**config.mk**
```make
export PLATFORM = sky130hd
export DESIGN_NAME = operand_bypass_ctrl
export DESIGN_NICKNAME = d
export VERILOG_FILES = /design/src/rtl/bypass_pkg.sv /design/src/rtl/bypass_match.sv /design/src/rtl/operand_bypass_ctrl.sv
export SDC_FILE = /design/constraint.sdc
export NUM_CORES = 1
export LEC_CHECK = 0
export ABC_AREA = 0
export BUFFER_PORTS_ARGS = -buffer_cell sky130_fd_sc_hd__buf_2
export CORE_ASPECT_RATIO = 1.2
export CORE_MARGIN = 5
export CORE_UTILIZATION = 48
export CTS_CLUSTER_SIZE = 20
export DETAILED_ROUTE_END_ITERATION = 10
export PLACE_DENSITY_LB_ADDON = 0.3
export SETUP_SLACK_MARGIN = 0.5
export SLEW_MARGIN = 20
export SYNTH_ARGS = -nofsm -noshare
export SYNTH_HDL_FRONTEND = slang
export SYNTH_HIERARCHICAL = 1
export SYNTH_SLANG_ARGS = --single-unit
```
**constraint.sdc**
```tcl
create_clock -name CLK -period 2.1 [get_ports CLK]
set_input_delay 0.525 -clock CLK [delete_from_list [all_inputs] [get_ports CLK]]
set_output_delay 0.525 -clock CLK [all_outputs]
set_load 0.05 [all_outputs]
```
**src/rtl/bypass_pkg.sv**
```systemverilog
// Shared types for the operand bypass controller: scoreboard entry layout and
// the fwd_sel encoding that selects the register file.
package bypass_pkg;

  localparam int unsigned SB_REG_W    = 5;
  localparam int unsigned FWD_REGFILE = 0;

  typedef struct packed {
    logic                valid;
    logic [SB_REG_W-1:0] rd;
    logic                load;
  } sb_entry_t;

endpackage

```
**src/rtl/bypass_match.sv**
```systemverilog
// Per-channel bypass match: picks the youngest valid scoreboard entry whose
// destination equals the source register and flags a load-use hazard.
module bypass_match
  import bypass_pkg::*;
#(
  parameter int unsigned DEPTH    = 3,
  parameter int unsigned LOAD_LAT = 1,
  parameter int unsigned SEL_W    = 2
) (
  input  sb_entry_t [DEPTH-1:0] i_entries,
  input  logic [SB_REG_W-1:0]   i_src,
  output logic [SEL_W-1:0]      o_fwd_sel,
  output logic                  o_stall
);

  logic w_found;

  // Priority encoder from entry 0 upward; $zero never matches.
  always_comb begin
    o_fwd_sel = SEL_W'(FWD_REGFILE);
    o_stall   = 1'b0;
    w_found   = 1'b0;
    for (int unsigned k = 0; k < DEPTH; k++) begin
      if (!w_found && (i_src != '0) && i_entries[k].valid &&
          (i_entries[k].rd == i_src)) begin
        w_found   = 1'b1;
        o_fwd_sel = SEL_W'(k + 1);
        o_stall   = (k < LOAD_LAT) && i_entries[k].load;
      end
    end
  end

endmodule

```
**src/rtl/operand_bypass_ctrl.sv**
```systemverilog
// Bypass/hazard controller: in-flight writer scoreboard, per-channel operand
// selects and load-use stall. Optional counters under BYPASS_STATS_EN.
module operand_bypass_ctrl
  import bypass_pkg::*;
#(
  parameter int unsigned REG_W    = SB_REG_W,
  parameter int unsigned DEPTH    = 3,
  parameter int unsigned NSRC     = 2,
  parameter int unsigned LOAD_LAT = 1,
  parameter int unsigned SEL_W    = $clog2(DEPTH + 1)
) (
  input  logic                    CLK,
  input  logic                    RST,
  input  logic                    advance,
  input  logic                    flush,
  input  logic                    issue_valid,
  input  logic                    issue_wen,
  input  logic [REG_W-1:0]        issue_rd,
  input  logic                    issue_load,
  input  logic [NSRC*REG_W-1:0]   src_reg,
  output logic [NSRC*SEL_W-1:0]   fwd_sel,
`ifdef BYPASS_STATS_EN
  output logic [31:0]             stall_cnt,
  output logic [31:0]             fwd_cnt,
`endif
  output logic                    stall
);

  sb_entry_t [DEPTH-1:0] r_sb;
  sb_entry_t [DEPTH-1:0] w_sb_nxt;
  sb_entry_t             w_issue;
  logic [NSRC-1:0]       w_stall_vec;

  // Non-writers, $zero writers, stalled or flushed issues enter as bubbles.
  always_comb begin
    w_issue = '0;
    if (issue_valid && issue_wen && (issue_rd != '0) && !stall && !flush) begin
      w_issue.valid = 1'b1;
      w_issue.rd    = issue_rd;
      w_issue.load  = issue_load;
    end
  end

  always_comb begin
    w_sb_nxt = r_sb;
    if (advance) begin
      for (int unsigned k = 1; k < DEPTH; k++) begin
        w_sb_nxt[k] = r_sb[k-1];
      end
      w_sb_nxt[0] = w_issue;
    end else if (flush) begin
      w_sb_nxt[0] = '0;
    end
  end

  always_ff @(posedge CLK) begin
    if (RST) begin
      r_sb <= '0;
    end else begin
      r_sb <= w_sb_nxt;
    end
  end

  for (genvar c = 0; c < NSRC; c++) begin : g_ch
    bypass_match #(
      .DEPTH    (DEPTH),
      .LOAD_LAT (LOAD_LAT),
      .SEL_W    (SEL_W)
    ) u_match (
      .i_entries (r_sb),
      .i_src     (src_reg[c*REG_W +: REG_W]),
      .o_fwd_sel (fwd_sel[c*SEL_W +: SEL_W]),
      .o_stall   (w_stall_vec[c])
    );
  end

  assign stall = |w_stall_vec;

`ifdef BYPASS_STATS_EN
  logic [31:0] r_stall_cnt;
  logic [31:0] r_fwd_cnt;
  logic        w_fwd_any;

  assign w_fwd_any = |fwd_sel;

  // Free-running wrap-around counters of stalled and forwarding advances.
  always_ff @(posedge CLK) begin
    if (RST) begin
      r_stall_cnt <= '0;
      r_fwd_cnt   <= '0;
    end else begin
      if (stall && advance) begin
        r_stall_cnt <= r_stall_cnt + 32'd1;
      end
      if (w_fwd_any && advance && !stall) begin
        r_fwd_cnt <= r_fwd_cnt + 32'd1;
      end
    end
  end

  assign stall_cnt = r_stall_cnt;
  assign fwd_cnt   = r_fwd_cnt;
`else
  // Statistics disabled: no counter state.
`endif

endmodule
```
# Yosys cells after proc, flatten, opt, wreduce, memory -nomap -nowiden
# Index checks and enable logic that the tools add are counted.
totals:
  ff_bits: 19
  elab_cells: 63
classes:
  eq_ne: 6
  muxes: 19
  reduce_logical: 31
ops:
  columns: ["cell", "count"]
  rows:
  - ["$eq A5 B5 Y1", 6]
  - ["$mux W7", 3]
  - ["$logic_and A1 B1 Y1", 20]
  - ["$reduce_bool A5 Y1", 3]
  - ["$mux W1", 12]
  - ["$mux W2", 4]
  - ["$logic_not A1 Y1", 6]
  - ["$reduce_bool A2 Y1", 1]
  - ["$reduce_or A2 Y1", 1]

# Logic depth before layout (Yosys ltp)
# Gate-level depths: netlist of run 1.
depth:
  word_depth: 20
  ltp_mapped: 7
  depth_no_buf: 7

# Modules after synthesis
# The synthesis of run 1 kept the hierarchy.
by_module_without_submodules:
  columns: ["module", "area_each_um2", "cells_per_inst", "n_inst", "seq_area_each_um2"]
  rows:
  - ["operand_bypass_ctrl", 780.7, 67, 1, 420.4]
  - ["bypass_match", 235.2, 29, 2, 0.0]

# Least setup slack after synthesis of run 1
# Ideal clock, no wire load.
synth_path:
  path_type: "input -> output"
  from: "in src_reg[3]"
  to: "out fwd_sel[0]"
  n_path_buf: 0
  arrival_time_ns: 2.255
  t_required_ns: 1.575
  setup_slack_ns: -0.680
  stages: 4
  path_cell_list: "xor2_1 -> nor4_1 -> nand3_1 -> o31ai_1"
synth_between:
  elab_chain_len: 14
  elab_cells_between_ends: 19
  classes_between: "3 x eq/ne; 5 x mux; 11 x reduce/logical"
synth_rtl:
  columns: ["element", "line_no", "source"]
  rows:
  - ["start: declaration", "operand_bypass_ctrl.sv:20", "input logic [NSRC*REG_W-1:0] src_reg,"]
  - ["$reduce_bool A5 Y1", "bypass_match.sv:24", "if (!w_found && (i_src != '0) && i_entries[k].valid &&"]
  - ["$logic_and A1 B1 Y1 (2 in series)", "bypass_match.sv:24", null]
  - ["$mux W1", "bypass_match.sv:24", null]
  - ["$logic_not A1 Y1", "bypass_match.sv:24", null]
  - ["$logic_and A1 B1 Y1 (3 in series)", "bypass_match.sv:24", null]
  - ["$mux W1", "bypass_match.sv:24", null]
  - ["$logic_not A1 Y1", "bypass_match.sv:24", null]
  - ["$logic_and A1 B1 Y1 (3 in series)", "bypass_match.sv:24", null]
  - ["$mux W2 *", "bypass_match.sv:24", null]
  - ["end: declaration", "operand_bypass_ctrl.sv:21", "output logic [NSRC*SEL_W-1:0] fwd_sel,"]
# Every way passes the cells marked *; elsewhere a longest branch is shown, timed or not.

# Worst setup path in the final report of run 1
layout_path:
  from: "in src_reg[9]"
  to: "out stall"
layout_between:
  elab_chain_len: 15
  elab_cells_between_ends: 20
  classes_between: "3 x eq/ne; 5 x mux; 12 x reduce/logical"
layout_rtl:
  columns: ["element", "line_no", "source"]
  rows:
  - ["$reduce_bool A5 Y1", "bypass_match.sv:24", null]
  - ["$logic_and A1 B1 Y1 (2 in series)", "bypass_match.sv:24", null]
  - ["$mux W1", "bypass_match.sv:24", null]
  - ["$logic_not A1 Y1", "bypass_match.sv:24", null]
  - ["$logic_and A1 B1 Y1 (3 in series)", "bypass_match.sv:24", null]
  - ["$mux W1", "bypass_match.sv:24", null]
  - ["$logic_not A1 Y1", "bypass_match.sv:24", null]
  - ["$logic_and A1 B1 Y1 (3 in series)", "bypass_match.sv:24", null]
  - ["$mux W1 *", "bypass_match.sv:24", null]
  - ["named net w_stall_vec[1]", "operand_bypass_ctrl.sv:32", "logic [NSRC-1:0] w_stall_vec;"]
  - ["$reduce_or A2 Y1 *", "operand_bypass_ctrl.sv:77", "assign stall = |w_stall_vec;"]
  - ["end: declaration", "operand_bypass_ctrl.sv:26", "output logic stall"]
# The timed path passes the listed nets; every way through them passes the cells marked *.

==> results of run 1 <==
## report_power, final
part	internal (mW)	total, mW	switching (mW)	leakage [nW]
Sequential	0.363	0.368	0.00440	0.156
Combinational	0.0725	0.139	0.0668	0.557
Clock	0.0712	0.194	0.123	0.0177
## worst register-to-register path: cells and delay by family (launching register included)
| family | cells | cell delay, ns |
|---|---|---|
| XOR/XNOR | 1 | 0.12 |
| flip-flops | 1 | 0.45 |
| AO/OA/AOI/OAI | 1 | 0.21 |
| buffers and inverters | 2 | 0.24 |
| AND/OR/NAND/NOR | 5 | 0.88 |
## worst max path at each step
| stage | to | from | cells after the start | slack, ns |
|---|---|---|---|---|
| after floorplan | stall | src_reg[6] | 5 | -0.22 |
| after global routing | stall | src_reg[9] | 7 | -0.37 |
| after CTS | stall | src_reg[6] | 7 | -0.32 |
| final | stall | src_reg[9] | 7 | -0.33 |
| after global placement | fwd_sel[1] | src_reg[3] | 6 | -0.40 |
| after detailed placement | fwd_sel[1] | src_reg[3] | 6 | -0.42 |
## what timing repair did
action / 4_1_cts / 5_1_grt
hold endpoints to repair: 0 / 0
resized for setup: 28 / 23
buffers inserted: 2 / 4
pin swaps: 12 / 18
endpoints found under the setup margin: 12 / 12
## layout by cell type, fill, tap and decap left out
cell type	count
buf_2	16
nor2_1	13
nor3_2	2
dfxtp_1	13
nor3_4	2
buf_12	1
nor2_4	2
nand3_2	2
or2_4	1
a32o_1	1
buf_8	4
a22o_1	6
nand4_1	2
nor4_2	3
mux2i_1	12
xor2_4	1
xnor2_1	13
nor3_1	1
and2_4	1
buf_6	12
or4_4	2
nand2_1	3
dfxtp_2	6
buf_4	13
and3_1	2
nand4b_4	1
xor2_1	15
clkinv_2	1
o31ai_4	2
and2_1	1
xnor2_2	1
a211oi_4	2
clkbuf_4	3
or3_4	2
nand3_1	2
nor4_4	1
## stage by stage
step / cell area [µm²] / worst slack [ns] / instances / total power, mW
6_report: 1750 / -0.326 / 196 / 0.701
3_3_place_gp: 1470 / -0.404 / 186 / 0.483
5_1_grt: 1750 / -0.368 / 196 / 0.734
2_1_floorplan: 1230 / -0.217 / 119 / 0.433
3_5_place_dp: 1470 / -0.423 / 186 / 0.487
4_1_cts: 1620 / -0.322 / 192 / 0.690
## routing by layer
layer / GRT usage [%] / vias up / part of all wire, %
met1: 21.0 / 517 / 39
met3: 3.82 / 7 / 4.4
li1: - / 511 / -
met2: 31.2 / 29 / 54
met5: 0 / - / 0
met4: 7.90 / 0 / 2.3
## cell type report
type / count / area, µm² / area share, %
clock buffer: 3 / 22.5 / 1.29
sequential: 19 / 388 / 22.2
multi-input combinational: 96 / 901 / 51.5
timing repair buffer: 46 / 393 / 22.5
clock inverter: 1 / 5.00 / 0.286
tap: 31 / 38.8 / 2.22
==> out/summary.txt, run 1 <==
DRT iter0 DRCs -> 19
status -> complete, but fails checks
Hold Buf Count CTS -> 0
worst setup path class -> input pin to output port
worst-skew pair later-pin latency -> 0.31 ns
Slew @ Worst Pin -> 0.448 ns
Buf/Inv on CP -> 2
H-tree Lvls -> 1
R2R Setup Slk -> 0.15 ns
PortBufs -> 26
RR Endpoint -> r_sb[0]
DRT antenna net count -> 0
final worst slack -> -0.326 ns
Hold Crit Depth -> 2
GR Util All Layers -> 17.9%
via count -> 1064
biggest regs -> r_sb: 19 flops
delay-heaviest family, CP -> simple AND/OR/NAND/NOR gates
final hold viol count -> 0
max cap viols -> 0
Area Growth Syn to Fin -> 47.7%
final setup TNS -> -2.03 ns
CP arrival -> 1.90 ns
failing checks -> negative setup slack
fillers -> 162
CTS Buf Count -> 3
hold wc startpoint -> issue_rd[2]
starting density of the core -> 50.8%
IR drop worst, VDD -> 0.000378 V
Final setup viols -> 12
DP Wirelength -> 2290 µm
GP Congestion -> 0.752
Ports -> 27
share of cells above drive strength 1 -> 49.1%
Fmax -> 412 MHz
largest net degree at the start of global routing -> 15
Syn Area/Cell -> 9.95 µm²
final core occ -> 75.0%
max FFs per register -> 19
die width -> 55.3 µm
total wire length -> 3240 µm
Reg-to-Reg Start -> r_sb[4]
CP Max Fanout -> 3
first-pass GRT wire length -> 5010 µm
post-synthesis cell area -> 1180 µm²
Detailed Routing Iterations Pass 1 -> 4
GRT overflow -> 0
crit path cell chain -> buf_8 -> or4_4 -> nor2_4 -> nor3_4 -> and2_4 -> or2_4 -> buf_8
# clock sinks -> 19
CP endpoint kind -> output port
PwrDens -> 401 nW/µm²
Vias/cell -> 5.43
Rows -> 19
Ys Warns -> 6
Final Max Tran Viols -> 0
tightest slew margin relative to the limit -> 70.1%
CTS max path bufs -> 2
Critical Path RT -> 1.57 ns
n_diodes -> 0
RSZ-0062 raised after global routing -> true
hold crit path type -> input pin to flop
CTS root buf -> clkbuf_4
most used cell, CP -> buf_8
clk slew on worst S/H paths -> 0.11 ns
core area -> 2330 µm²
Min Hold Slack -> 0.434 ns
Remaining DRCs -> 0
CP max-delay cell -> or4_4
die area -> 3560 µm²
Top reg by flops -> r_sb
WHS Endpoint -> r_sb[3]
drt wl/cell -> 16.5 µm
Reg2Reg Depth -> 9
initial antenna violation count -> 0
Startpoint Class -> input pin
syn nets -> 141
via count of the first global-routing pass -> 1094
slowest cell delay on critical path -> 0.54 ns
Setup Skew -> 0.00220 ns
clock tree from TritonCTS -> done
fin crit share -> 116%
Final #Nets -> 188
Leak Pwr -> 0.731 nW
Final Critical Period -> 2.43 ns
Die Ht -> 64.4 µm
cells after synthesis -> 119
Note: power is estimated with default switching activity, not from simulation.
==> inputs of run 2 (changes only) <==
CORE_ASPECT_RATIO = 0.6   (was 1.2)
HOLD_SLACK_MARGIN = 0.02   (was not set)
==> out/summary.txt, run 2 (synthesized netlist as in run 1, its figures left out) <==
fin crit share -> 115% (-0.87 points)
CP arrival -> 1.88 ns (-0.02 ns)
Ports -> 27 (unchanged)
final worst slack -> -0.308 ns (+0.0183 ns)
Critical Path RT -> 1.57 ns (about the same)
max cap viols -> 0 (unchanged)
# clock sinks -> 19 (unchanged)
Leak Pwr -> 0.730 nW (-0.14%)
worst-skew pair later-pin latency -> 0.26 ns (-0.05 ns)
Pwr Total -> 0.754 mW (+7.6%)
share of cells above drive strength 1 -> 45.2% (-3.9 points)
Reg-to-Reg Start -> r_sb[3]
DRT iter0 DRCs -> 29 (+10)
GP Congestion -> 0.824 (+9.6%)
die area -> 3590 µm² (+0.81%)
CTS max path bufs -> 2 (unchanged)
failing checks -> negative setup slack
pre-CTS setup slack -> -0.426 ns (-0.00310 ns)
DRT antenna net count -> 0 (unchanged)
CTS root buf -> clkbuf_8
PwrDens -> 431 nW/µm² (+7.7%)
Final Max Tran Viols -> 0 (unchanged)
first-pass GRT wire length -> 4990 µm (-0.42%)
final hold viol count -> 0 (unchanged)
DP Wirelength -> 2270 µm (-0.94%)
Die Ht -> 48.5 µm (-25%)
Setup Skew -> 0.00399 ns (+0.00179 ns)
Area Growth Syn to Fin -> 47.6% (about the same)
Reg2Reg Depth -> 11 (+2)
biggest regs -> r_sb: 19 flops
clk slew on worst S/H paths -> 0.07 ns (-0.04 ns)
total wire length -> 3080 µm (-4.8%)
Remaining DRCs -> 0 (unchanged)
R2R Setup Slk -> -0.03 ns (-0.18 ns)
largest net degree at the start of global routing -> 15 (unchanged)
CP endpoint -> stall
most frequent cells in the layout -> dfxtp_1 (18), buf_2 (16), xor2_1 (15), buf_4 (15), xnor2_1 (14)
IR drop worst, VDD -> 0.000390 V (+3.3%)
Final #Nets -> 189 (+0.53%)
PortBufs -> 26 (unchanged)
drt wl/cell -> 15.7 µm (-4.8%)
Vias/cell -> 5.39 (-0.75%)
Final setup viols -> 12 (unchanged)
hold crit path type -> input pin to flop
via count of the first global-routing pass -> 1053 (-3.7%)
CTS Buf Count -> 3 (unchanged)
status -> complete, but fails checks
n_diodes -> 0 (unchanged)
Rows -> 13 (-6)
clock tree from TritonCTS -> done
worst setup path class -> input pin to output port
final cell count without fillers -> 196 (unchanged)
tightest slew margin relative to the limit -> 67.1% (-3.1 points)
initial antenna violation count -> 0 (unchanged)
H-tree Lvls -> 1 (unchanged)
Slew @ Worst Pin -> 0.491 ns (+0.0432 ns)
CP Max Fanout -> 4 (+1)
via count -> 1056 (-0.75%)
GR Util All Layers -> 17.9% (-0.049 points)
Final Critical Period -> 2.41 ns (-0.0183 ns)
RR Endpoint -> r_sb[0]
GRT overflow -> 0 (unchanged)
Critical Path Source -> src_reg[1]
die width -> 74.1 µm (+34%)
Top reg by flops -> r_sb
RSZ-0062 raised after global routing -> true
DP Cell Count -> 185 (-0.54%)
most common cell after layout, fill and taps aside -> dfxtp_1
CP endpoint kind -> output port
Hold Buf Count CTS -> 0 (unchanged)
Detailed Routing Iterations Pass 1 -> 4 (unchanged)
Fmax -> 415 MHz (+0.76%)
Startpoint Class -> input pin
core area -> 2260 µm² (-3.0%)
max FFs per register -> 19 (unchanged)
starting density of the core -> 52.4% (+1.5 points)
[run 2: cell count changes in the layout (fill, tap and decap cells not counted), moves of 2 or more]
| cell | before | now |
|---|---|---|
| dfxtp_1 | 13 | 18 |
| clkbuf_8 | 0 | 3 |
| buf_4 | 13 | 15 |
| buf_6 | 12 | 10 |
| clkbuf_4 | 3 | 0 |
| dfxtp_2 | 6 | 1 |
[run 2: worst max-delay path, stage by stage]
cell    delay, ns
buf_8        0.11
or4_4        0.54
nor2_4       0.12
nor3_2       0.06
and2_1       0.13
or2_4        0.26
buf_8        0.15
[run 2: layout make-up]
type	count	area, µm²
clock inverter	1	7.51
tap	30	37.5
clock buffer	3	41.3
multi-input combinational	96	878
fill	158	514
timing repair buffer	47	400
sequential	19	382
[run 2: where the power goes]
| part | switching [mW] | internal [mW] |
|---|---|---|
| combinational | 0.0635 | 0.0665 |
| clock | 0.123 | 0.134 |
| sequential | 0.00403 | 0.363 |
[run 2: how the worst min path moves through the flow]
stage / start / end / slack (ns) / cells after the start
final: issue_rd[4] / r_sb[5] / 0.49 / 2
after global routing: issue_rd[1] / r_sb[2] / 0.49 / 2
after CTS: issue_rd[0] / r_sb[1] / 0.49 / 2
after detailed placement: r_sb[0] / r_sb[0] / 0.47 / 1
after global placement: r_sb[0] / r_sb[0] / 0.47 / 1
after floorplan: r_sb[0] / r_sb[0] / 0.45 / 1
[run 2: through the flow]
| step | TNS (ns) | util, % | hold slack [ns] | cell area [µm²] |
|---|---|---|---|---|
| after detailed placement | -4.45 | 64.8 | 0.473 | 1470 |
| after CTS | -2.33 | 71.8 | 0.486 | 1620 |
| after floorplan | -2.02 | - | 0.447 | 1230 |
| final | -2.59 | 77.3 | 0.492 | 1750 |
| after global routing | -3.35 | 77.3 | 0.487 | 1750 |
| after global placement | -4.03 | 64.8 | 0.471 | 1470 |
[run 2: timing repair]
action | 4_1_cts | 5_1_grt
buffers inserted | 1 | 6
endpoints found under the setup margin | 12 | 12
gates resized for setup | 27 | 16
pin swaps | 12 | 18
[run 2: per-layer routing]
metal / part of all wire, % / GRT usage (%) / routed length [µm]
met1: 44 / 22.9 / 1360
met2: 48 / 29.3 / 1470
met3: 6.2 / 4.32 / 191
met4: 2.1 / 5.42 / 65
met5: 0 / 0 / 0
